File: src/rtl/lut_pkg.sv
// Shared sizing helpers and constants for the cascaded LUT logic element.
package lut_pkg;

   // Value of the mode bit that selects the registered output path.
   localparam logic MODE_REG = 1'b1;

   // Configuration length: one 2**k-entry table per stage plus the mode bit.
   function automatic int cfg_bits(input int k, input int s);
      return s * (1 << k) + 1;
   endfunction

   // Address width: k bits for the first stage, k-1 fresh bits for each later stage.
   function automatic int addr_w(input int k, input int s);
      return k + (s - 1) * (k - 1);
   endfunction

endpackage

File: src/rtl/lut_stage.sv
// Single K-input LUT: selects one bit of a 2**K-entry truth table.
module lut_stage #(
   parameter int K = 4
) (
   input  logic [(1 << K)-1:0] tbl_i,
   input  logic [K-1:0]        idx_i,
   output logic                y_o
);

   assign y_o = tbl_i[idx_i];

endmodule

File: src/rtl/lut_sxx_chain.sv
// Cascaded K-input LUT chain with a serial daisy-chained configuration
// register, saturating load counter and a mode-selectable output register.
module lut_sxx_chain
   import lut_pkg::*;
#(
   parameter  int INPUTS   = 4,
   parameter  int STAGES   = 2,
   localparam int ADDR_W   = addr_w(INPUTS, STAGES),
   localparam int CFG_BITS = cfg_bits(INPUTS, STAGES)
) (
   input  logic              clk,
   input  logic              rst,
   input  logic              config_en,
   input  logic              config_in,
   output logic              config_out,
   output logic              config_done,
   input  logic [ADDR_W-1:0] addr,
   input  logic              ce,
   output logic              out
);

   localparam int TBL   = 1 << INPUTS;
   localparam int CNT_W = $clog2(CFG_BITS + 1);
   localparam logic [CNT_W-1:0] CNT_MAX = CNT_W'(CFG_BITS);

   logic [CFG_BITS-1:0] cfg_q, cfg_d;
   logic [CNT_W-1:0]    cnt_q, cnt_d;
   logic                q_q, q_d;
   logic [STAGES-1:0]   y;
   logic                comb;
   logic                mode;

   assign mode        = cfg_q[CFG_BITS-1];
   assign config_out  = cfg_q[CFG_BITS-1];
   assign config_done = (cnt_q == CNT_MAX);
   assign comb        = y[STAGES-1];

   // Stage 0 uses the top K address bits; each later stage puts the previous
   // stage result in the index MSB and takes the next K-1 address bits below it.
   for (genvar s = 0; s < STAGES; s++) begin : g_stage
      if (s == 0) begin : g_first
         lut_stage #(.K(INPUTS)) u_stage (
            .tbl_i (cfg_q[CFG_BITS-2-s*TBL -: TBL]),
            .idx_i (addr[ADDR_W-1 -: INPUTS]),
            .y_o   (y[s])
         );
      end else begin : g_next
         lut_stage #(.K(INPUTS)) u_stage (
            .tbl_i (cfg_q[CFG_BITS-2-s*TBL -: TBL]),
            .idx_i ({y[s-1], addr[ADDR_W-INPUTS-(s-1)*(INPUTS-1)-1 -: INPUTS-1]}),
            .y_o   (y[s])
         );
      end
   end

   // Next state: shift config and count loads; user register captures only
   // when fully configured and not being reconfigured.
   always_comb begin
      cfg_d = cfg_q;
      cnt_d = cnt_q;
      q_d   = q_q;
      if (config_en) begin
         cfg_d = {cfg_q[CFG_BITS-2:0], config_in};
         if (cnt_q != CNT_MAX) begin
            cnt_d = cnt_q + CNT_W'(1);
         end
      end else if (ce && config_done) begin
         q_d = comb;
      end
   end

   // State registers with synchronous reset taking priority over all enables.
   always_ff @(posedge clk) begin
      if (rst) begin
         cfg_q <= '0;
         cnt_q <= '0;
         q_q   <= 1'b0;
      end else begin
         cfg_q <= cfg_d;
         cnt_q <= cnt_d;
         q_q   <= q_d;
      end
   end

   // Output mux: combinational result or registered copy, per mode bit.
   always_comb begin
      out = comb;
      if (mode == MODE_REG) begin
         out = q_q;
      end
   end

endmodule

File: config.mk
export PLATFORM = sky130hd
export DESIGN_NAME = lut_sxx_chain
export DESIGN_NICKNAME = d
export VERILOG_FILES = /design/src/rtl/lut_pkg.sv /design/src/rtl/lut_stage.sv /design/src/rtl/lut_sxx_chain.sv
export SDC_FILE = /design/constraint.sdc
export NUM_CORES = 1
export LEC_CHECK = 0
export CAP_MARGIN = 10
export CORE_MARGIN = 5
export CORE_UTILIZATION = 50
export CTS_CLUSTER_DIAMETER = 200
export DETAILED_ROUTE_END_ITERATION = 10
export DONT_BUFFER_PORTS = 1
export GPL_TIMING_DRIVEN = 0
export PLACE_DENSITY = 0.62
export SETUP_SLACK_MARGIN = 0.3
export SYNTH_ARGS = -nofsm -noshare
export SYNTH_HDL_FRONTEND = slang
export SYNTH_SLANG_ARGS = --single-unit
File: constraint.sdc
create_clock -name clk -period 4 [get_ports clk]
set_input_delay 0.8 -clock clk [delete_from_list [all_inputs] [get_ports clk]]
set_output_delay 0.8 -clock clk [all_outputs]
set_load 0.02 [all_outputs]
==> results.md <==
* Antenna violations before repair at 0
* Fin cells at roughly 220
* Die X-Extent at 70.3 um
* Floorplan row count at 22
* Logic pwr share at around 6.5%
* Routed Wire Length at 3120 um
* Most frequent cells in the layout: 41 x nor2_1, 40 x dfxtp_1, 35 x mux2i_1
* Reg-to-reg endpoint: q_q
* Synthesis-to-finish area growth at 6.54%
* DR iter-0 viols at 64
* Data arrival, critical path at 2.18 ns
* Commonest non-fill, non-tap cell in the layout: nor2_1
* Reg power frac at 61.9%
* Post-CTS Hold Buffers at 0
* RSZ-0062 raised after global routing: no
* Req. time, crit path at 3.20 ns
* Hold path start: cfg_q[26]
* Final min period at 2.98 ns
* Mapped Cells at approximately 170
* CTS sink cnt at 40
* Clock Tree Buf Depth at 2
* Port bufs at 0
* Final hold violation count at 0
* Clock transition at path regs at around 0.1 ns
* Drt pass-1 iters at 4
* FF-to-FF path depth at 5
* Clk_lat worst skew at 0.34 ns
* Via density at 5.32
* Antenna-violating nets left at 0
* Setup slack, reg-to-reg at between 2 and 2.5 ns
* CTS tree: done
* Die area at 0.00494 sq mm
* CTS root buffer: clkbuf_4
* Yosys warning count at 0
* Vias in the first global route at 1191
* Sequential-to-total area share from yosys stat at 44.1%
* Hold path endpoint: cfg_q[26]
* Area post-placement at 0.00188 sq mm
* Synth Net Count at 181
* Fmax achieved at about 340 MHz
* Clk pwr share at 31.6%
* Setup Fix Bufs, Post-CTS at 0
* Max-cap violations at 0
* Overflow after GRT at 0
* Wire length per cell at 14.0 um
* P_int at 508 uW
* Via count at 1187
* Filler cells at about 320
* Power Total at about 650 uW
* Ratio of cells with drive above 1 in the final layout at between 10% and 20%
* DRC at 0
* Starting Density at 50.8%
* Final nets at between 150 and 200
* Seq. cell area at 801 sq um
* Psw at 146 uW
* Critical Path Start Type: input pin
* Switching share of power at between 20% and 30%
* Routability cong. at 0.862
* Antenna Cells at 0
* Largest net degree at the start of global routing at 12
* Hold Path Cell Cnt at 2
* CP Capture Type: output port
* Mapped Avg Cell Area at 10.9 sq um
* Crit path from: addr[3]
* Post-route cell area at 0.00194 sq mm
* Period utilisation layout at 74.5%
* CORE AREA at 0.00358 sq mm
* Crit path kind: in2out
* Final Skew at 0.00684 ns
* R2R Path Start: cnt_q[0]
* IO Pins at 15
* Cell area after synthesis at 0.00182 sq mm
* Hpwl dp at 2340 um
* Area of the multi-input gates at about 960 sq um
* CTS Buf Count at 5
* Max_slew headroom at about two thirds
* CTS resizes at 0
* Hold Path Class: reg2reg
* Worst VDD drop at 0.238 mV
* Total Routing Usage GR at 14.0%
* Number of synthesized register bits at 40
* Tightest Pin Transition at 0.500 ns
* Pwr dens at between 300 and 400 mW/mm^2
* Leakage at 0.000827 uW
* Slew Limit Fails at 0
* H-tree Lvls at 2
* Setup violations, final at 0
* Placed Cells at 215
* Setup TNS at 0 ns
* First-pass GRT wire length at 5460 um
* Status: complete, no violations
* Chip height at 70.3 um
* Hold_ws at roughly 0.53 ns
* Yosys cell types at 28
* CP Max Fanout at 4
[power groups by stage]
stage	combinational, uW	clock, uW	sequential (uW)
floorplan	36.2	0	413
global placement	41.9	0	414
detailed placement	42.8	0	414
CTS	43.1	217	405
global route	46.9	237	406
finish	42.4	207	405
[worst max-delay path, stage by stage]
cell      delay [ns]
mux4_1          0.55
a22oi_2         0.24
nand2_2         0.09
a311oi_2        0.49
[per-layer routing]
| layer | vias to the layer above | track usage [%] | wire length [um] |
|---|---|---|---|
| met5 | - | 0 | 0 |
| met1 | 560 | 17.1 | 1430 |
| li1 | 605 | - | - |
| met4 | 0 | 5.11 | 49 |
| met2 | 16 | 21.7 | 1470 |
| met3 | 6 | 5.90 | 169 |
[synth_stat cells]
cell type	n	area (sq um)
mux4_1	6	158
and2_1	2	12.5
nand2_2	1	6.26
buf_2	3	15.0
and4_2	1	10.0
dfxtp_1	40	801
ha_1	2	25.0
a311oi_2	1	15.0
a211oi_1	2	15.0
a2111o_1	1	11.3
xnor2_1	2	17.5
nor4b_2	1	15.0
and3_1	1	6.26
a21oi_1	1	5.00
inv_1	4	15.0
nand3_1	2	10.0
or3_1	1	6.26
clkbuf_1	6	22.5
o211ai_1	1	7.51
mux2i_1	35	350
nor2_1	41	154
mux4_2	2	45.0
nand3b_1	1	7.51
nand4_1	2	12.5
and2_2	1	7.51
a22oi_2	2	25.0
xor2_1	3	26.3
and2b_1	2	15.0
[area by class of cell]
type,instances,share of cell area [%]
Buffer,9,1.94
Clock buffer,8,3.04
Inverter,4,0.776
Multi-Input combinational cell,114,49.8
Sequential cell,40,41.4
Tap cell,48,3.10
[stage by stage]
| stage | util [%] | setup WS [ns] |
|---|---|---|
| after floorplan | - | 1.14 |
| after global placement | 52.4 | 1.01 |
| after detailed placement | 52.4 | 0.987 |
| after CTS | 54.1 | 0.984 |
| after global routing | 54.1 | 0.950 |
| final | 54.1 | 1.02 |
[registers in the layout, summed over array words and instances (netlist names)]
register	cells
cnt_q	6
q_q	1
cfg_q	33
[logic make-up (layout without fill, tap and decap cells)]
group / Yosys count / in the layout / share of synthesized area, %
XOR/XNOR: 5 / 5 / 2.41
AND/OR/NAND/NOR: 56 / 56 / 14.5
multiplexers: 43 / 43 / 30.4
buffers and inverters: 13 / 21 / 2.89
flip-flops: 40 / 40 / 44.1
AO/OA/AOI/OAI: 8 / 8 / 4.34
adder cells (fa/ha/maj): 2 / 2 / 1.38
[how the worst max path moves through the flow]
| stage | end | depth (start not counted) |
|---|---|---|
| after floorplan | out | 4 |
| after global placement | out | 4 |
| after detailed placement | out | 4 |
| after CTS | out | 4 |
| after global routing | out | 4 |
| final | out | 4 |
Power figures use the tool's default switching activity.
